==> config.mk <==
export PLATFORM = sky130hd
export DESIGN_NAME = branch_ex
export DESIGN_NICKNAME = d
export VERILOG_FILES = /design/src/rtl/branch_ex.sv
export SDC_FILE = /design/constraint.sdc
export NUM_CORES = 1
export LEC_CHECK = 0
export BUFFER_PORTS_ARGS = -buffer_cell sky130_fd_sc_hd__buf_2
export CAP_MARGIN = 30
export CORE_ASPECT_RATIO = 2
export CORE_MARGIN = 2
export CORE_UTILIZATION = 30
export CTS_CLUSTER_SIZE = 16
export DETAILED_ROUTE_END_ITERATION = 16
export PLACE_DENSITY = 0.5
export SYNTH_ARGS = -nofsm -noshare
export SYNTH_HDL_FRONTEND = slang
export SYNTH_SLANG_ARGS = --single-unit
==> constraint.sdc <==
create_clock -name clk -period 5.2 [get_ports clk]
set_clock_uncertainty 0.2 [all_clocks]
set_input_delay 0.78 -clock clk [delete_from_list [all_inputs] [get_ports clk]]
set_output_delay 0.78 -clock clk [all_outputs]
set_load 0.02 [all_outputs]
==> src/rtl/branch_ex.sv <==
// branch_ex -- branch execution stage behind the branch reservation station.
//
// Resolves one issued branch/jump per cycle under static not-taken prediction.
// Every result is registered, so an issue accepted at edge N shows its results
// from edge N until edge N+1.
//
// Ports:
//   clk, rst             clock, asynchronous active-high reset
//   workEn               issue valid from the branch RS
//   operandO, operandT   rs1 / rs2 values
//   imm                  sign-extended immediate
//   opCode               operation (encoding below); NOP or unknown = no work
//   PC, tag              instruction address, destination tag for the link value
//   jumpEn, jumpAddr     one-cycle fetch redirect and its target
//   enWrt, wrtTag,       one-cycle CDB write of the JAL/JALR link value (PC+4)
//   wrtData
//   busy                 flush window active; issues are being dropped
//   brCount, missCount   resolved branch/jump count, redirect count (wrap at 2^32)
//
// opCode encoding (4 bits):
//   0 NOP, 1 BEQ, 2 BNE, 3 BLT, 4 BGE, 5 BLTU, 6 BGEU, 7 JAL, 8 JALR,
//   9..15 unknown (treated as NOP)
module branch_ex #(
  parameter int DATA_W       = 32,
  parameter int TAG_W        = 4,
  parameter int FLUSH_CYCLES = 2
) (
  input  logic              clk,
  input  logic              rst,
  input  logic              workEn,
  input  logic [DATA_W-1:0] operandO,
  input  logic [DATA_W-1:0] operandT,
  input  logic [DATA_W-1:0] imm,
  input  logic [3:0]        opCode,
  input  logic [DATA_W-1:0] PC,
  input  logic [TAG_W-1:0]  tag,
  output logic              jumpEn,
  output logic [DATA_W-1:0] jumpAddr,
  output logic              enWrt,
  output logic [TAG_W-1:0]  wrtTag,
  output logic [DATA_W-1:0] wrtData,
  output logic              busy,
  output logic [31:0]       brCount,
  output logic [31:0]       missCount
);

  typedef enum logic [3:0] {
    OP_NOP  = 4'd0,
    OP_BEQ  = 4'd1,
    OP_BNE  = 4'd2,
    OP_BLT  = 4'd3,
    OP_BGE  = 4'd4,
    OP_BLTU = 4'd5,
    OP_BGEU = 4'd6,
    OP_JAL  = 4'd7,
    OP_JALR = 4'd8
  } op_e;

  typedef enum logic {
    IDLE  = 1'b0,
    FLUSH = 1'b1
  } state_e;

  localparam int CNT_W = (FLUSH_CYCLES < 1) ? 1 : $clog2(FLUSH_CYCLES + 1);

  state_e             state_q, state_d;
  logic [CNT_W-1:0]   cnt_q, cnt_d;
  logic               jump_en_q, jump_en_d;
  logic [DATA_W-1:0]  jump_addr_q, jump_addr_d;
  logic               en_wrt_q, en_wrt_d;
  logic [TAG_W-1:0]   wrt_tag_q, wrt_tag_d;
  logic [DATA_W-1:0]  wrt_data_q, wrt_data_d;
  logic               busy_q, busy_d;
  logic [31:0]        br_count_q, br_count_d;
  logic [31:0]        miss_count_q, miss_count_d;

  // Decode / resolve (combinational, independent of state)
  logic               op_valid;
  logic               op_taken;
  logic               op_link;
  logic [DATA_W-1:0]  op_target;
  logic [DATA_W-1:0]  pc_rel;
  logic [DATA_W-1:0]  reg_rel;
  logic               eq, lt_s, lt_u;

  always_comb begin
    pc_rel    = PC + imm;
    reg_rel   = operandO + imm;
    eq        = (operandO == operandT);
    lt_s      = ($signed(operandO) < $signed(operandT));
    lt_u      = (operandO < operandT);
    op_valid  = 1'b1;
    op_taken  = 1'b0;
    op_link   = 1'b0;
    op_target = pc_rel;
    case (opCode)
      OP_BEQ:  op_taken = eq;
      OP_BNE:  op_taken = !eq;
      OP_BLT:  op_taken = lt_s;
      OP_BGE:  op_taken = !lt_s;
      OP_BLTU: op_taken = lt_u;
      OP_BGEU: op_taken = !lt_u;
      OP_JAL: begin
        op_taken = 1'b1;
        op_link  = 1'b1;
      end
      OP_JALR: begin
        op_taken  = 1'b1;
        op_link   = 1'b1;
        op_target = {reg_rel[DATA_W-1:1], 1'b0};
      end
      default: op_valid = 1'b0;
    endcase
  end

  // Next-state and registered outputs
  always_comb begin
    state_d      = state_q;
    cnt_d        = cnt_q;
    jump_en_d    = 1'b0;
    jump_addr_d  = '0;
    en_wrt_d     = 1'b0;
    wrt_tag_d    = '0;
    wrt_data_d   = '0;
    busy_d       = 1'b0;
    br_count_d   = br_count_q;
    miss_count_d = miss_count_q;

    case (state_q)
      IDLE: begin
        if (workEn && op_valid) begin
          br_count_d = br_count_q + 32'd1;
          if (op_taken) begin
            jump_en_d    = 1'b1;
            jump_addr_d  = op_target;
            miss_count_d = miss_count_q + 32'd1;
            if (FLUSH_CYCLES > 0) begin
              state_d = FLUSH;
              cnt_d   = CNT_W'(FLUSH_CYCLES);
              busy_d  = 1'b1;
            end
          end
          if (op_link) begin
            en_wrt_d   = 1'b1;
            wrt_tag_d  = tag;
            wrt_data_d = PC + DATA_W'(4);
          end
        end
      end
      FLUSH: begin
        // The counter reaches 0 on this edge when it currently holds 1;
        // busy drops on that same edge so it is high for FLUSH_CYCLES cycles.
        cnt_d = cnt_q - CNT_W'(1);
        if (cnt_q == CNT_W'(1)) begin
          state_d = IDLE;
          busy_d  = 1'b0;
        end else begin
          busy_d  = 1'b1;
        end
      end
      default: state_d = IDLE;
    endcase
  end

  always_ff @(posedge clk or posedge rst) begin
    if (rst) begin
      state_q      <= IDLE;
      cnt_q        <= '0;
      jump_en_q    <= 1'b0;
      jump_addr_q  <= '0;
      en_wrt_q     <= 1'b0;
      wrt_tag_q    <= '0;
      wrt_data_q   <= '0;
      busy_q       <= 1'b0;
      br_count_q   <= '0;
      miss_count_q <= '0;
    end else begin
      state_q      <= state_d;
      cnt_q        <= cnt_d;
      jump_en_q    <= jump_en_d;
      jump_addr_q  <= jump_addr_d;
      en_wrt_q     <= en_wrt_d;
      wrt_tag_q    <= wrt_tag_d;
      wrt_data_q   <= wrt_data_d;
      busy_q       <= busy_d;
      br_count_q   <= br_count_d;
      miss_count_q <= miss_count_d;
    end
  end

  assign jumpEn    = jump_en_q;
  assign jumpAddr  = jump_addr_q;
  assign enWrt     = en_wrt_q;
  assign wrtTag    = wrt_tag_q;
  assign wrtData   = wrt_data_q;
  assign busy      = busy_q;
  assign brCount   = br_count_q;
  assign missCount = miss_count_q;

endmodule

Word-level counts from Yosys, hierarchy flattened
Index checks and enable logic that the tools add are counted.

word-level totals
  word-level logic and storage cells = 63
  input port bits = 139
  output and inout bits = 135
  bits in read-only memories = 0
  RAM bits = 0
  memories = 0
  bits in latches = 0
  register bits after elaboration = 137

cells by class
  multiplexer cells = 24
  reduce and logical (&&, ||, !) cells = 9
  shifts and indexed selects = 0
  equal/unequal tests = 12
  magnitude comparators = 2
  divide/modulo/power cells = 0
  $add $sub $neg = 6
  $mul = 0
  bitwise gates (word level) = 1

operators with widths
  kind                                                  number
  2-to-1 mux 32 bit                                     7
  adder 32 x 1 -> 32 bit (second input constant)        2
  adder 32 bit                                          2
  < comparator 32 bit                                   2
  adder 32 x 3 -> 32 bit (second input constant)        1
  equality test 32 bit                                  1
  equality test 4 x 3 -> 1 bit (second input constant)  4
  2-to-1 mux 4 bit                                      3
  2-to-1 mux 1 bit                                      9
  equality test 4 x 2 -> 1 bit (second input constant)  2
  OR reduction 8 bit                                    1
  case mux 1 bit (7 select lines)                       1
  equality test 4 x 1 -> 1 bit (second input constant)  1
  equality test 4 bit (second input constant)           1
  2-to-1 mux 2 bit                                      2
  inequality test 2 bit (second input constant)         2
  case mux 2 bit (2 select lines)                       1
  AND reduction 2 bit                                   2
  logical NOT 1 bit                                     3
  AND reduction 3 bit                                   1
  equality test 2 x 1 -> 1 bit (second input constant)  1
  case mux 1 bit (2 select lines)                       1
  OR reduction 2 bit                                    1
  subtractor 2 x 1 -> 2 bit (second input constant)     1
  2 further kinds                                       2

Longest topological paths before layout
Gate-level depths: netlist of the first run.

  word-level depth = 6
  gate-level depth with buffers = 14
  depth with buffers taken out = 12

Worst setup path before layout of the first run
Ideal clock, no wire load.

  path kind = input -> register
  from = input port imm[0]
  to = register jump_addr_q[18], in the netlist jumpAddr[18]
  arrival time = 3.144 ns
  library setup time = 0.077 ns
  required time = 4.923 ns
  buffers on the path = 0
  setup slack = 1.778 ns
  stages on the path = 11
  cell sequence = ha_1 fa_1 a21o_1 a221oi_1 and3b_1 o21ai_1 a21oi_1 o21a_1 o21ai_0 or3b_1 a21oi_1

between the ends
  word-level cells in the longest chain between the ends = 5
  elaborated cells between the ends (all ways) = 6
  those cells by class = add/sub (2); mux (4)

RTL lines
  element                          line    source
  start: declaration               33      input logic [DATA_W-1:0] imm,
  adder 32 bit (on tied branches)  87, 88
  2-to-1 mux 32 bit (*)            96      case (opCode)
  2-to-1 mux 32 bit (*)            133     if (op_taken) begin
  2-to-1 mux 32 bit (*)            131     if (workEn && op_valid) begin
  2-to-1 mux 32 bit (*)            129     case (state_q)
  named net jump_addr_d[18]        69      logic [DATA_W-1:0] jump_addr_q, jump_addr_d;
  end signal: assignment           181     jump_addr_q <= jump_addr_d;
  end: declaration                 69

The timed path passes the listed nets; every way through them passes the cells marked *.
A chain may end at the register's enable or synchronous reset.

Final worst setup path of the first run
  from = input port operandO[23]
  to = register miss_count_q[1], in the netlist missCount[1]

between the ends
  word-level cells in the longest chain between the ends = 4
  elaborated cells between the ends (all ways) = 8
  those cells by class = order compare (2); eq/ne (1); mux (1); reduce/logical (4)

RTL lines
  element                                      line          source
  start: declaration                           31            input logic [DATA_W-1:0] operandO,
  < comparator 32 bit (tied with other cells)  91            lt_u = (operandO < operandT);
  logical NOT 1 bit (on tied branches)         102, 100, 98
  case mux 1 bit (7 select lines) (*)          96
  AND reduction 3 bit (no line) (*)            -
  end signal: assignment                       187           miss_count_q <= miss_count_d;
  end: declaration                             75            logic [31:0] miss_count_q, miss_count_d;

Every way passes the cells marked *; elsewhere a longest branch is shown, timed or not.

==> results of run 1 <==
[metal layers]
metal	up-vias	GRT usage [%]	part of all wire (%)
li1	4572	-	-
met3	58	3.14	3.2
met2	228	41.5	57
met5	-	0	0
met4	0	9.95	4.2
met1	4425	20.0	36
[flip-flops by register name, summed over array words and instances (netlist names)]
name and cells:
cnt_q 2, wrtData 32, jumpAddr 32, missCount 32, jumpEn 1, busy 1
enWrt 1, wrtTag 4, brCount 32
[cell type report]
type / count / area (sq um)
Fill cell: 3375 / 20300
Multi-Input combinational cell: 904 / 6210
Sequential cell: 137 / 3430
Timing Repair Buffer: 285 / 1490
Tap cell: 432 / 541
Clock buffer: 20 / 457
Inverter: 55 / 211
Clock inverter: 10 / 144
Antenna cell: 3 / 7.51
[worst register-to-register path, cell delays in order (launching register included)]
cell                      delay, ns
sky130_fd_sc_hd__dfrtp_1       0.42
sky130_fd_sc_hd__nand4_1       0.22
sky130_fd_sc_hd__nor4_1        0.49
sky130_fd_sc_hd__and3_1        0.40
sky130_fd_sc_hd__and4_1        0.25
sky130_fd_sc_hd__and2_1        0.17
sky130_fd_sc_hd__and3_1        0.19
sky130_fd_sc_hd__nand2_1       0.05
sky130_fd_sc_hd__nor4_1        0.28
sky130_fd_sc_hd__xor2_1        0.18
[where the power goes]
group	internal [mW]	switching, mW	total [mW]
Combinational	0.365	0.576	0.940
Sequential	1.13	0.0636	1.19
Clock	0.777	0.501	1.28
Total	2.27	1.14	3.41
[final timing paths]
kind | start | end | slack [ns] | cells after the start
setup / recovery | operandO[23] | missCount[1] | 1.59 | 12
hold / removal | rst | brCount[13] | 0.22 | 2
setup reg to reg | missCount[7] | missCount[31] | 2.28 | 9
hold reg to reg | missCount[31] | missCount[31] | 0.27 | 1
max in group asynchronous | rst | wrtData[27] | 3.53 | 3
min in group clk | missCount[31] | missCount[31] | 0.27 | 1
[cell families (layout without fill, tap and decap cells)]
family / after synthesis / after routing / share of synthesized area, %
buffers and inverters: 81 / 370 / 3.41
xor gates and xnor gates: 137 / 137 / 12.0
adders and majority gates: 99 / 99 / 12.6
AOI/OAI and AO/OA: 237 / 237 / 15.4
muxes: 3 / 3 / 0.351
and+or+nand+nor: 428 / 428 / 21.9
DFF: 137 / 137 / 34.3
other: 0 / 3 / 0
[cell usage after synthesis, types with 15 or more instances]
| cell type | n | area, sq um |
|---|---|---|
| sky130_fd_sc_hd__nand2_1 | 105 | 394 |
| sky130_fd_sc_hd__xor2_1 | 66 | 578 |
| sky130_fd_sc_hd__nand4_1 | 36 | 225 |
| sky130_fd_sc_hd__a21o_1 | 29 | 218 |
| sky130_fd_sc_hd__a21oi_1 | 95 | 475 |
| sky130_fd_sc_hd__and3_1 | 30 | 188 |
| sky130_fd_sc_hd__dfrtp_1 | 137 | 3430 |
| sky130_fd_sc_hd__inv_1 | 54 | 203 |
| sky130_fd_sc_hd__nand3_1 | 45 | 225 |
| sky130_fd_sc_hd__nor3_1 | 43 | 215 |
| sky130_fd_sc_hd__xnor2_1 | 71 | 622 |
| sky130_fd_sc_hd__nor2_1 | 91 | 342 |
| sky130_fd_sc_hd__clkbuf_1 | 15 | 56.3 |
| sky130_fd_sc_hd__ha_1 | 97 | 1210 |
| sky130_fd_sc_hd__o21ai_0 | 30 | 150 |
[through the flow]
step / setup slack [ns] / area (sq um)
after floorplan: 0.552 / 9980
after global placement: 1.09 / 11900
after detailed placement: 1.08 / 11900
after CTS: 1.55 / 12500
after global routing: 1.33 / 12500
final: 1.59 / 12500
[cell usage in the layout, fill, tap and decap left out, types with 43 or more instances in the layout]
| cell type | count |
|---|---|
| sky130_fd_sc_hd__buf_2 | 273 |
| sky130_fd_sc_hd__dfrtp_1 | 137 |
| sky130_fd_sc_hd__nand2_1 | 105 |
| sky130_fd_sc_hd__ha_1 | 97 |
| sky130_fd_sc_hd__a21oi_1 | 95 |
| sky130_fd_sc_hd__nor2_1 | 91 |
| sky130_fd_sc_hd__xnor2_1 | 71 |
| sky130_fd_sc_hd__xor2_1 | 66 |
| sky130_fd_sc_hd__inv_1 | 53 |
| sky130_fd_sc_hd__nand3_1 | 45 |
| sky130_fd_sc_hd__nor3_1 | 43 |
==> impl_results.html, run 1 <==
<table>
<tr><th>Metric</th><th>Value</th></tr>
<tr><th colspan="2">Cells and area</th></tr>
<tr><td>Area Overhead vs Synth</td><td>25.1%</td></tr>
<tr><td>Total Nets Final</td><td>1638</td></tr>
<tr><td>Post-route core utilization</td><td>38.1%</td></tr>
<tr><td>Share of post-route cells with drive strength above 1</td><td>23.7%</td></tr>
<tr><td>Final Instance Count excl. Fillers</td><td>1846</td></tr>
<tr><th colspan="2">Worst setup path</th></tr>
<tr><td>WP data arrival</td><td>3.74 ns</td></tr>
<tr><td>Critical path type</td><td>in2reg</td></tr>
<tr><td>Crit path buf inv count</td><td>2</td></tr>
<tr><td>Worst Path Max Fanout</td><td>11</td></tr>
<tr><td>Endpoint kind of the worst setup timing path</td><td>flop</td></tr>
<tr><td>Required time reported for the critical path endpoint</td><td>5.33 ns</td></tr>
<tr><td>Cell with the largest stage delay on the worst path</td><td>sky130_fd_sc_hd__o21ai_0</td></tr>
<tr><td>Cell-by-cell trace of the critical path</td><td>buf_2 -&gt; ha_1 -&gt; nand2_1 -&gt; o21ai_0 -&gt; a211oi_1 -&gt; o31ai_2 -&gt; nor3_1 -&gt; a221oi_2 -&gt; o211a_1 -&gt; nand2b_1 -&gt; inv_2 -&gt; mux2_4</td></tr>
<tr><td>Critical path launch point type</td><td>input port</td></tr>
<tr><td>Longest individual stage delay on the worst path</td><td>0.50 ns</td></tr>
<tr><td>CP top delay family</td><td>compound AO/OA/AOI/OAI gates</td></tr>
<tr><th colspan="2">Global routing</th></tr>
<tr><td>Wire length of the first global-routing pass</td><td>54500 um</td></tr>
<tr><td>Initial antenna violation count</td><td>3</td></tr>
<tr><td>Overflow left after global routing</td><td>0</td></tr>
<tr><td>Total track usage</td><td>20.5%</td></tr>
<tr><td>Vias in the first global route</td><td>9743</td></tr>
<tr><td>Maximum number of pins on one net before global-route repair</td><td>70</td></tr>
<tr><th colspan="2">STA</th></tr>
<tr><td>Worst Hold Slack</td><td>0.218 ns</td></tr>
<tr><td>Fmax</td><td>277 MHz</td></tr>
<tr><td>Final Cycle Share</td><td>69.4%</td></tr>
<tr><td>Setup violators final</td><td>0</td></tr>
<tr><td>Hold Violations, Final</td><td>0</td></tr>
<tr><td>Minimum clock period after layout</td><td>3.61 ns</td></tr>
<tr><td>Final setup TNS</td><td>0 ns</td></tr>
<tr><td>Final max-slew violation count</td><td>0</td></tr>
<tr><td>Relative slew slack</td><td>41.2%</td></tr>
<tr><td>Transition at the pin with the smallest max-transition slack</td><td>0.873 ns</td></tr>
<tr><td>Unrepaired setup endpoints after global routing</td><td>no</td></tr>
<tr><th colspan="2">Place</th></tr>
<tr><td>Last weighted congestion value of the routability-driven placer</td><td>0.874</td></tr>
<tr><td>Number of port buffers</td><td>273</td></tr>
<tr><td>Number of cells after detailed placement</td><td>1813</td></tr>
<tr><td>HPWL after DPL</td><td>28900 um</td></tr>
<tr><th colspan="2">Detailed routing</th></tr>
<tr><td>Wirelength per Cell</td><td>19.2 um</td></tr>
<tr><td>Vias post-DR</td><td>9283</td></tr>
<tr><td>Starting DRC count in detailed routing</td><td>285</td></tr>
<tr><td>Final WL</td><td>35500 um</td></tr>
<tr><td>Routed vias/inst</td><td>5.03</td></tr>
<tr><td>Detailed Routing Iterations Pass 1</td><td>4</td></tr>
<tr><td>Routed Antenna Nets</td><td>0</td></tr>
<tr><td>Post-route DRC violation count</td><td>0</td></tr>
<tr><th colspan="2">Yosys</th></tr>
<tr><td>Post-Synthesis Mean Instance Area</td><td>8.90 sq um</td></tr>
<tr><td>Count of synthesis-stage warnings from yosys</td><td>0</td></tr>
<tr><td>Nets in the synthesized netlist</td><td>1360</td></tr>
<tr><td>Post-Syn Area</td><td>9980 sq um</td></tr>
<tr><td>Number of register bits inferred by synthesis</td><td>137</td></tr>
<tr><td>Most instantiated flip-flop cell in the synthesis netlist</td><td>sky130_fd_sc_hd__dfrtp_1</td></tr>
<tr><td>Proportion of synthesized chip area in sequential cells</td><td>34.3%</td></tr>
<tr><td>Number of enable flip-flop cells after synthesis</td><td>0</td></tr>
<tr><td>Number of distinct library cells after synthesis</td><td>71</td></tr>
<tr><td>FFs w/ async S/R, synth</td><td>100%</td></tr>
<tr><td>Cell count after synthesis</td><td>1122</td></tr>
<tr><th colspan="2">Worst hold path</th></tr>
<tr><td>Hold crit path type</td><td>in2async</td></tr>
<tr><th colspan="2">Power and ir drop</th></tr>
<tr><td>Cell Pwr Density</td><td>273 nW/um^2</td></tr>
<tr><td>Leakage power total</td><td>6.49 nW</td></tr>
<tr><td>Sum of internal, switching and leakage power</td><td>3.41 mW</td></tr>
<tr><td>VDD IR max</td><td>0.209 mV</td></tr>
<tr><th colspan="2">Run</th></tr>
<tr><td>Number of maximum-capacitance constraint violations</td><td>0</td></tr>
<tr><th colspan="2">CTS</th></tr>
<tr><td>H-tree levels</td><td>4</td></tr>
<tr><td>Clk Latency, worst-skew pair</td><td>0.44 ns</td></tr>
<tr><td>TritonCTS clock tree</td><td>built</td></tr>
<tr><td>Number of setup buffers added after CTS</td><td>0</td></tr>
<tr><td>TritonCTS buffer count</td><td>17</td></tr>
<tr><td>Max Root-Sink Buffers</td><td>2</td></tr>
<tr><td>Number of sinks on the clock net</td><td>137</td></tr>
<tr><td>CTS-repair resized insts</td><td>0</td></tr>
<tr><td>CTS clk-pin slew, worst paths</td><td>0.06 ns</td></tr>
<tr><td>Number of buffers added to fix hold violations after cts</td><td>0</td></tr>
<tr><td>CTS Root Cell</td><td>sky130_fd_sc_hd__clkbuf_16</td></tr>
<tr><th colspan="2">Floorplan</th></tr>
<tr><td>DIE AREA</td><td>34800 sq um</td></tr>
<tr><td>Initial standard-cell utilization of the core</td><td>30.4%</td></tr>
<tr><td>Horizontal die dimension</td><td>133 um</td></tr>
<tr><td>Site row count</td><td>94</td></tr>
<tr><td>DIE HEIGHT</td><td>262 um</td></tr>
<tr><td>Area of the core</td><td>32800 sq um</td></tr>
<tr><td>Boundary Pins</td><td>274</td></tr>
<tr><th colspan="2">Run status</th></tr>
<tr><td>Status</td><td>finished, final reports clean</td></tr>
</table>
(Power assumes the default switching activity.)
==> inputs of run 2 (changes only) <==
--- a/config.mk
+++ b/config.mk
@@ -12,7 +12,7 @@
 export CORE_UTILIZATION = 30
 export CTS_CLUSTER_SIZE = 16
 export DETAILED_ROUTE_END_ITERATION = 16
-export PLACE_DENSITY = 0.5
+export PLACE_DENSITY = 0.51
 export SYNTH_ARGS = -nofsm -noshare
 export SYNTH_HDL_FRONTEND = slang
 export SYNTH_SLANG_ARGS = --single-unit
==> constraint.sdc (replaced) <==
create_clock -name clk -period 3 [get_ports clk]
set_clock_uncertainty 0.2 [all_clocks]
set_input_delay 0.45 -clock clk [delete_from_list [all_inputs] [get_ports clk]]
set_output_delay 0.45 -clock clk [all_outputs]
set_load 0.02 [all_outputs]
==> run 2 against run 1 <==
  * The run now ends with negative setup slack left
  * Critical path type unchanged
  * Clock-buffer cell count is 2 lower
  * Die area is the same
  * First-iteration DRC count up 11%
==> impl_results.html, run 2 (synthesized netlist as in run 1, its figures left out) <==
<table>
<tr><th>Metric</th><th>Value</th></tr>
<tr><th colspan="2">Run status</th></tr>
<tr><td>Status</td><td>complete, but fails checks</td></tr>
<tr><td>Violations in the final reports</td><td>negative setup slack</td></tr>
<tr><th colspan="2">Global routing</th></tr>
<tr><td>Overflow left after global routing</td><td>0</td></tr>
<tr><td>Total track usage</td><td>21.3%</td></tr>
<tr><td>Wire length of the first global-routing pass</td><td>56700 um</td></tr>
<tr><td>Maximum number of pins on one net before global-route repair</td><td>45</td></tr>
<tr><td>Initial antenna violation count</td><td>2</td></tr>
<tr><td>Vias in the first global route</td><td>10440</td></tr>
<tr><th colspan="2">Cells and area</th></tr>
<tr><td>Share of post-route cells with drive strength above 1</td><td>34.4%</td></tr>
<tr><td>Post-route core utilization</td><td>43.3%</td></tr>
<tr><td>Leading cell type in the layout, fill and taps excluded</td><td>sky130_fd_sc_hd__buf_2</td></tr>
<tr><td>Combined flip-flop and latch cell area</td><td>3430 sq um</td></tr>
<tr><td>Area of the multi-input gates</td><td>6530 sq um</td></tr>
<tr><td>Count of fill cells added during filler insertion</td><td>3318</td></tr>
<tr><td>Leading cell types in the layout, fill and taps excluded</td><td>sky130_fd_sc_hd__buf_2 (265), sky130_fd_sc_hd__buf_4 (166), sky130_fd_sc_hd__dfrtp_1 (137)</td></tr>
<tr><td>Total Nets Final</td><td>1803</td></tr>
<tr><td>Area Overhead vs Synth</td><td>42.2%</td></tr>
<tr><th colspan="2">Floorplan</th></tr>
<tr><td>DIE HEIGHT</td><td>262 um</td></tr>
<tr><td>Boundary Pins</td><td>274</td></tr>
<tr><td>Initial standard-cell utilization of the core</td><td>30.4%</td></tr>
<tr><td>Area of the core</td><td>32800 sq um</td></tr>
<tr><td>Horizontal die dimension</td><td>133 um</td></tr>
<tr><td>DIE AREA</td><td>34800 sq um</td></tr>
<tr><td>Site row count</td><td>94</td></tr>
<tr><th colspan="2">Detailed routing</th></tr>
<tr><td>Detailed Routing Iterations Pass 1</td><td>6</td></tr>
<tr><td>Final WL</td><td>37500 um</td></tr>
<tr><td>Routed Antenna Nets</td><td>0</td></tr>
<tr><td>Starting DRC count in detailed routing</td><td>315</td></tr>
<tr><td>Wirelength per Cell</td><td>18.6 um</td></tr>
<tr><td>Vias post-DR</td><td>10056</td></tr>
<tr><td>Post-route DRC violation count</td><td>0</td></tr>
<tr><td>Routed vias/inst</td><td>5.00</td></tr>
<tr><th colspan="2">Worst setup path</th></tr>
<tr><td>CP dominant cell by count</td><td>sky130_fd_sc_hd__buf_4</td></tr>
<tr><td>Longest individual stage delay on the worst path</td><td>0.29 ns</td></tr>
<tr><td>FF-to-FF End</td><td>missCount[31]</td></tr>
<tr><td>Critical path type</td><td>in2reg</td></tr>
<tr><td>Cell-by-cell trace of the critical path</td><td>buf_6 -&gt; inv_4 -&gt; ha_4 -&gt; nand4_1 -&gt; buf_4 -&gt; nor4_4 -&gt; buf_4 -&gt; o31a_1 -&gt; o22a_1 -&gt; a221oi_2 -&gt; o211a_4 -&gt; nand2b_4 -&gt; buf_12 -&gt; a21oi_1</td></tr>
<tr><td>Worst Path Max Fanout</td><td>16</td></tr>
<tr><td>Required time reported for the critical path endpoint</td><td>3.13 ns</td></tr>
<tr><td>Depth of the most critical reg-to-reg path</td><td>9</td></tr>
<tr><td>Cell with the largest stage delay on the worst path</td><td>sky130_fd_sc_hd__o31a_1</td></tr>
<tr><td>Reg2reg start</td><td>missCount[7]</td></tr>
<tr><td>Endpoint kind of the worst setup timing path</td><td>flop</td></tr>
<tr><td>WP data arrival</td><td>3.15 ns</td></tr>
<tr><td>Worst R2R Setup Slack</td><td>0.34 ns</td></tr>
<tr><td>Critical path launch point type</td><td>input port</td></tr>
<tr><td>Crit path buf inv count</td><td>5</td></tr>
<tr><td>CP top delay family</td><td>compound AO/OA/AOI/OAI gates</td></tr>
<tr><th colspan="2">STA</th></tr>
<tr><td>Final critical-path setup slack</td><td>-0.0213 ns</td></tr>
<tr><td>Fmax</td><td>331 MHz</td></tr>
<tr><td>Hold Violations, Final</td><td>0</td></tr>
<tr><td>Final Cycle Share</td><td>101%</td></tr>
<tr><td>Transition at the pin with the smallest max-transition slack</td><td>0.726 ns</td></tr>
<tr><td>Final setup TNS</td><td>-0.0213 ns</td></tr>
<tr><td>Relative slew slack</td><td>51.5%</td></tr>
<tr><td>Setup violators final</td><td>1</td></tr>
<tr><td>Final max-slew violation count</td><td>0</td></tr>
<tr><td>Minimum clock period after layout</td><td>3.02 ns</td></tr>
<tr><td>Unrepaired setup endpoints after global routing</td><td>yes</td></tr>
<tr><th colspan="2">Power and ir drop</th></tr>
<tr><td>VDD IR max</td><td>0.423 mV</td></tr>
<tr><td>Cell Pwr Density</td><td>438 nW/um^2</td></tr>
<tr><td>Leakage power total</td><td>7.36 nW</td></tr>
<tr><th colspan="2">CTS</th></tr>
<tr><td>Clk Latency, worst-skew pair</td><td>0.46 ns</td></tr>
<tr><td>TritonCTS buffer count</td><td>17</td></tr>
<tr><td>CTS Root Cell</td><td>sky130_fd_sc_hd__clkbuf_16</td></tr>
<tr><td>H-tree levels</td><td>4</td></tr>
<tr><td>CTS clk-pin slew, worst paths</td><td>0.06 ns</td></tr>
<tr><td>Max Root-Sink Buffers</td><td>2</td></tr>
<tr><td>TritonCTS clock tree</td><td>built</td></tr>
<tr><td>Number of sinks on the clock net</td><td>137</td></tr>
<tr><th colspan="2">Place</th></tr>
<tr><td>HPWL after DPL</td><td>29900 um</td></tr>
<tr><td>Number of port buffers</td><td>273</td></tr>
<tr><td>Last weighted congestion value of the routability-driven placer</td><td>0.882</td></tr>
<tr><th colspan="2">Worst hold path</th></tr>
<tr><td>Hold Path Depth</td><td>2</td></tr>
<tr><td>Worst min-delay path startpoint</td><td>tag[1]</td></tr>
<tr><td>Endpoint of the worst hold-timing path</td><td>wrtTag[1]</td></tr>
<tr><td>Hold crit path type</td><td>in2reg</td></tr>
<tr><th colspan="2">Run</th></tr>
<tr><td>Number of maximum-capacitance constraint violations</td><td>0</td></tr>
</table>
[run 2: cell count changes in the layout (fill, tap and decap cells not counted), sizes merged]
cell,change
clkinvlp,+2
diode,-1
clkbuf,+1
dlygate4sd3,+1
bufinv,-1
buf,+161
clkinv,-1
inv,+4
[run 2: per-layer routing]
layer / part of all wire [%] / global-route usage [%]
met1: 35 / 20.6
met2: 59 / 44.2
met3: 3.1 / 2.60
met4: 3.5 / 9.32
met5: 0 / 0
[run 2: area by class of cell]
class | instances | area share (%)
Multi-Input combinational cell | 904 | 46.0
Timing Repair Buffer | 450 | 20.3
Tap cell | 432 | 3.81
Clock buffer | 18 | 3.02
Clock inverter | 14 | 1.14
Antenna cell | 2 | 0.0353
Inverter | 55 | 1.53
Sequential cell | 137 | 24.1
[run 2: through the flow]
stage / cell area (sq um) / setup slack [ns] / instances / power (mW) / hold slack [ns]
after detailed placement: 13100 / -0.632 / 1970 / 3.95 / 0.260
after global placement: 13100 / -0.613 / 1970 / 3.93 / 0.258
after global routing: 14200 / -0.0453 / 2012 / 6.57 / 0.0227
after CTS: 13700 / 0.00498 / 2004 / 6.19 / 0.0122
final: 14200 / -0.0213 / 2012 / 6.21 / 0.0360
after floorplan: 10000 / 0.0136 / 1122 / 3.15 / 0.257
[run 2: timing repair]
action | in CTS | in global routing
hold buffers | 1 | 0
gates resized for setup | 0 | 69
setup buffers | 1 | 3
pin swaps | 1 | 14
gates cloned | 0 | 3
setup endpoints to repair | 57 | 65
hold endpoints to repair | 23 | 0
[run 2: worst max-delay path by stage]
stage,startpoint,to,cells past startpoint
3_5_place_dp,operandO[21],jumpAddr[22],12
4_1_cts,imm[1],jumpAddr[29],13
2_1_floorplan,operandT[1],missCount[1],14
5_1_grt,operandT[20],missCount[1],14
3_3_place_gp,operandO[23],jumpAddr[22],12
6_report,operandT[20],jumpAddr[22],14
[run 2: report_power, final]
part | total (mW) | internal (mW) | switching (mW)
Combinational | 1.96 | 0.874 | 1.08
Clock | 2.20 | 1.24 | 0.959
Sequential | 2.05 | 1.95 | 0.102
[run 2: worst register-to-register path, stage by stage, from the launching register on]
cell and delay [ns]:
sky130_fd_sc_hd__dfrtp_1 0.43, sky130_fd_sc_hd__nand4_1 0.21, sky130_fd_sc_hd__nor4_1 0.43, sky130_fd_sc_hd__and3_1 0.30
sky130_fd_sc_hd__and4_1 0.22, sky130_fd_sc_hd__and2_1 0.17, sky130_fd_sc_hd__and3_1 0.19, sky130_fd_sc_hd__nand2_1 0.07
sky130_fd_sc_hd__nor4_2 0.19, sky130_fd_sc_hd__xor2_1 0.18
==> inputs of run 3 (changes only) <==
--- a/config.mk
+++ b/config.mk
@@ -5,6 +5,7 @@
 export SDC_FILE = /design/constraint.sdc
 export NUM_CORES = 1
 export LEC_CHECK = 0
+export ABC_AREA = 1
 export BUFFER_PORTS_ARGS = -buffer_cell sky130_fd_sc_hd__buf_2
 export CAP_MARGIN = 30
 export CORE_ASPECT_RATIO = 2
==> run 3 against run 2 <==
  * The flow now finishes without violations
  * Clock-buffer cell count up 1
  * First-iteration DRC count is 5.4% higher
  * Clock power fell by 6%
==> impl_results.html, run 3 <==
<table>
<tr><th>Metric</th><th>Value</th></tr>
<tr><th colspan="2">Detailed routing</th></tr>
<tr><td>Wirelength per Cell</td><td>18.4 um</td></tr>
<tr><td>Routed Antenna Nets</td><td>0</td></tr>
<tr><td>Final WL</td><td>45000 um</td></tr>
<tr><td>Vias post-DR</td><td>12063</td></tr>
<tr><td>Routed vias/inst</td><td>4.93</td></tr>
<tr><td>Detailed Routing Iterations Pass 1</td><td>5</td></tr>
<tr><td>Post-route DRC violation count</td><td>0</td></tr>
<tr><td>Starting DRC count in detailed routing</td><td>332</td></tr>
<tr><th colspan="2">Yosys</th></tr>
<tr><td>Portion of synthesized cell area occupied by the leading cell type</td><td>29.8%</td></tr>
<tr><td>Library cell with the largest summed area after synthesis</td><td>sky130_fd_sc_hd__dfrtp_1</td></tr>
<tr><td>Number of distinct library cells after synthesis</td><td>47</td></tr>
<tr><td>Number of enable flip-flop cells after synthesis</td><td>0</td></tr>
<tr><td>Count of synthesis-stage warnings from yosys</td><td>0</td></tr>
<tr><td>Post-Syn Area</td><td>11500 sq um</td></tr>
<tr><td>Number of register bits inferred by synthesis</td><td>137</td></tr>
<tr><td>Top cells by area, synth</td><td>sky130_fd_sc_hd__dfrtp_1 (30%), sky130_fd_sc_hd__nand2_1 (14%), sky130_fd_sc_hd__ha_1 (11%)</td></tr>
<tr><td>Post-Synthesis Mean Instance Area</td><td>6.96 sq um</td></tr>
<tr><td>FFs w/ async S/R, synth</td><td>100%</td></tr>
<tr><td>Cell count after synthesis</td><td>1650</td></tr>
<tr><td>Nets in the synthesized netlist</td><td>1888</td></tr>
<tr><td>Most instantiated cells after synthesis</td><td>sky130_fd_sc_hd__nand2_1 (431), sky130_fd_sc_hd__nor2_1 (205), sky130_fd_sc_hd__inv_1 (184)</td></tr>
<tr><td>Proportion of synthesized chip area in sequential cells</td><td>29.8%</td></tr>
<tr><td>Most instantiated flip-flop cell in the synthesis netlist</td><td>sky130_fd_sc_hd__dfrtp_1</td></tr>
<tr><td>Library cell with the highest instance count after synthesis</td><td>sky130_fd_sc_hd__nand2_1</td></tr>
<tr><th colspan="2">Worst hold path</th></tr>
<tr><td>Hold Path Depth</td><td>3</td></tr>
<tr><td>Worst min-delay path startpoint</td><td>PC[0]</td></tr>
<tr><td>Hold crit path type</td><td>in2reg</td></tr>
<tr><th colspan="2">Global routing</th></tr>
<tr><td>Overflow left after global routing</td><td>0</td></tr>
<tr><td>Maximum number of pins on one net before global-route repair</td><td>88</td></tr>
<tr><td>Initial antenna violation count</td><td>3</td></tr>
<tr><td>Total track usage</td><td>22.6%</td></tr>
<tr><td>Wire length of the first global-routing pass</td><td>67600 um</td></tr>
<tr><td>Vias in the first global route</td><td>12403</td></tr>
<tr><th colspan="2">Power and ir drop</th></tr>
<tr><td>Fraction of power consumed by the clock network</td><td>32.7%</td></tr>
<tr><td>Part of the total power dissipated in combinational logic</td><td>32.9%</td></tr>
<tr><td>Net switching power figure</td><td>2.43 mW</td></tr>
<tr><td>Cell Pwr Density</td><td>444 nW/um^2</td></tr>
<tr><td>VDD IR max</td><td>0.386 mV</td></tr>
<tr><td>Leakage power total</td><td>7.69 nW</td></tr>
<tr><td>Switching share of power</td><td>38.4%</td></tr>
<tr><td>Portion of total power attributed to sequential cells</td><td>34.4%</td></tr>
<tr><td>Sum of internal, switching and leakage power</td><td>6.34 mW</td></tr>
<tr><td>Int Power</td><td>3.90 mW</td></tr>
<tr><th colspan="2">STA</th></tr>
<tr><td>Relative slew slack</td><td>58.4%</td></tr>
<tr><td>Hold Violations, Final</td><td>0</td></tr>
<tr><td>Transition at the pin with the smallest max-transition slack</td><td>0.617 ns</td></tr>
<tr><td>Final critical-path setup slack</td><td>0.381 ns</td></tr>
<tr><td>Final setup TNS</td><td>0 ns</td></tr>
<tr><td>Worst Hold Slack</td><td>0.0214 ns</td></tr>
<tr><td>Final max-slew violation count</td><td>0</td></tr>
<tr><td>Setup violators final</td><td>0</td></tr>
<tr><td>Final Cycle Share</td><td>87.3%</td></tr>
<tr><td>Unrepaired setup endpoints after global routing</td><td>no</td></tr>
<tr><td>Fmax</td><td>382 MHz</td></tr>
<tr><td>Minimum clock period after layout</td><td>2.62 ns</td></tr>
<tr><th colspan="2">Floorplan</th></tr>
<tr><td>Boundary Pins</td><td>274</td></tr>
<tr><td>Area of the core</td><td>37900 sq um</td></tr>
<tr><td>Site row count</td><td>101</td></tr>
<tr><td>DIE AREA</td><td>40000 sq um</td></tr>
<tr><td>Horizontal die dimension</td><td>142 um</td></tr>
<tr><td>Initial standard-cell utilization of the core</td><td>30.3%</td></tr>
<tr><td>DIE HEIGHT</td><td>281 um</td></tr>
<tr><th colspan="2">CTS</th></tr>
<tr><td>CTS-repair resized insts</td><td>0</td></tr>
<tr><td>TritonCTS clock tree</td><td>built</td></tr>
<tr><td>CTS clk-pin slew, worst paths</td><td>0.07 ns</td></tr>
<tr><td>Max Root-Sink Buffers</td><td>2</td></tr>
<tr><td>H-tree levels</td><td>4</td></tr>
<tr><td>Clk Latency, worst-skew pair</td><td>0.44 ns</td></tr>
<tr><td>Number of sinks on the clock net</td><td>137</td></tr>
<tr><td>Number of setup buffers added after CTS</td><td>0</td></tr>
<tr><td>TritonCTS buffer count</td><td>17</td></tr>
<tr><td>Number of buffers added to fix hold violations after cts</td><td>2</td></tr>
<tr><td>CTS Root Cell</td><td>sky130_fd_sc_hd__clkbuf_16</td></tr>
<tr><th colspan="2">Worst setup path</th></tr>
<tr><td>Reg2reg start</td><td>missCount[0]</td></tr>
<tr><td>Termination of the worst setup path</td><td>missCount[28]</td></tr>
<tr><td>FF-to-FF End</td><td>missCount[28]</td></tr>
<tr><td>Critical path type</td><td>in2reg</td></tr>
<tr><td>Depth of the most critical reg-to-reg path</td><td>13</td></tr>
<tr><td>Origin of the worst setup path</td><td>operandO[7]</td></tr>
<tr><td>Critical path launch point type</td><td>input port</td></tr>
<tr><td>WP data arrival</td><td>2.74 ns</td></tr>
<tr><td>Worst R2R Setup Slack</td><td>0.42 ns</td></tr>
<tr><td>Endpoint kind of the worst setup timing path</td><td>flop</td></tr>
<tr><td>Worst Path Max Fanout</td><td>27</td></tr>
<tr><td>Required time reported for the critical path endpoint</td><td>3.12 ns</td></tr>
<tr><th colspan="2">Cells and area</th></tr>
<tr><td>Area Overhead vs Synth</td><td>24.3%</td></tr>
<tr><td>Post-route core utilization</td><td>37.7%</td></tr>
<tr><td>Share of post-route cells with drive strength above 1</td><td>20.5%</td></tr>
<tr><td>Leading cell types in the layout, fill and taps excluded</td><td>sky130_fd_sc_hd__nand2_1 (431), sky130_fd_sc_hd__buf_2 (273), sky130_fd_sc_hd__nor2_1 (205)</td></tr>
<tr><td>Leading cell type in the layout, fill and taps excluded</td><td>sky130_fd_sc_hd__nand2_1</td></tr>
<tr><td>Total Nets Final</td><td>2205</td></tr>
<tr><th colspan="2">Run</th></tr>
<tr><td>Number of maximum-capacitance constraint violations</td><td>0</td></tr>
<tr><th colspan="2">Place</th></tr>
<tr><td>HPWL after DPL</td><td>38300 um</td></tr>
<tr><td>Worst slack at placement</td><td>-0.0978 ns</td></tr>
<tr><td>Number of port buffers</td><td>273</td></tr>
<tr><td>Last weighted congestion value of the routability-driven placer</td><td>0.952</td></tr>
<tr><th colspan="2">Run status</th></tr>
<tr><td>Status</td><td>finished, final reports clean</td></tr>
</table>
[run 3: cell types whose count changed in the layout (fill, tap and decap cells not counted), sizes merged, moves of 36 or more]
cell and change:
nand2 +341, nor2 +135, buf -131, inv +129, o21ai +47, nand3 +36
[run 3: final cells by class]
type | count | area, sq um
repair buffers | 317 | 1760
clock inverters | 13 | 120
inverters | 191 | 726
well taps | 463 | 579
multi-input cells | 1303 | 7210
clock buffers | 19 | 443
diodes | 4 | 10.0
flip-flops and latches | 137 | 3430
fillers | 4119 | 23600
[run 3: stage by stage]
stage               area (sq um)  cells
floorplan                  11500   1650
global placement           13700   2409
detailed placement         13700   2409
CTS                        14300   2443
global route               14300   2446
finish                     14300   2447
[run 3: per-layer routing]
| layer | GRT usage (%) | wire length [um] |
|---|---|---|
| met5 | 0 | 0 |
| met4 | 12.7 | 2570 |
| met3 | 1.98 | 1210 |
| met2 | 45.9 | 25700 |
| met1 | 21.4 | 15500 |
[run 3: how the worst min path moves through the flow]
stage	endpoint	slack, ns
4_1_cts	wrtTag[1]	0.001
5_1_grt	wrtTag[1]	0.02
6_report	wrtData[0]	0.02
2_1_floorplan	cnt_q[1]	0.27
3_3_place_gp	brCount[16]	0.18
3_5_place_dp	brCount[15]	0.18
[run 3: logic make-up (layout without fill, tap and decap cells)]
family,count (synthesis),in the layout,share of synthesized area (%)
and+or+nand+nor,862,862,32.8
other,0,4,0
buffers and inverters,210,540,7.44
DFF,137,137,29.8
adders and majority gates,99,99,10.9
xor gates and xnor gates,99,99,7.55
AOI/OAI and AO/OA,243,243,11.5
[run 3: power by group through the flow]
stage / combinational [mW] / sequential [mW] / clock, mW
6_report: 2.08 / 2.18 / 2.07
5_1_grt: 2.33 / 2.20 / 2.19
4_1_cts: 2.10 / 2.18 / 2.13
3_5_place_dp: 2.09 / 2.21 / 0
3_3_place_gp: 2.07 / 2.21 / 0
2_1_floorplan: 1.15 / 2.35 / 0
[run 3: critical path, cell delays in order]
cell and delay, ns:
sky130_fd_sc_hd__buf_2 0.11, sky130_fd_sc_hd__ha_1 0.29, sky130_fd_sc_hd__nand2_1 0.07, sky130_fd_sc_hd__nor2_1 0.18, sky130_fd_sc_hd__nand4_1 0.23, sky130_fd_sc_hd__nor2_1 0.16
sky130_fd_sc_hd__buf_4 0.17, sky130_fd_sc_hd__nand2_1 0.06, sky130_fd_sc_hd__a21oi_1 0.15, sky130_fd_sc_hd__nand2_1 0.11, sky130_fd_sc_hd__nor2_4 0.12, sky130_fd_sc_hd__nand3_4 0.09
sky130_fd_sc_hd__nand2_4 0.22, sky130_fd_sc_hd__inv_4 0.19, sky130_fd_sc_hd__nand2_1 0.10, sky130_fd_sc_hd__nand2_1 0.05
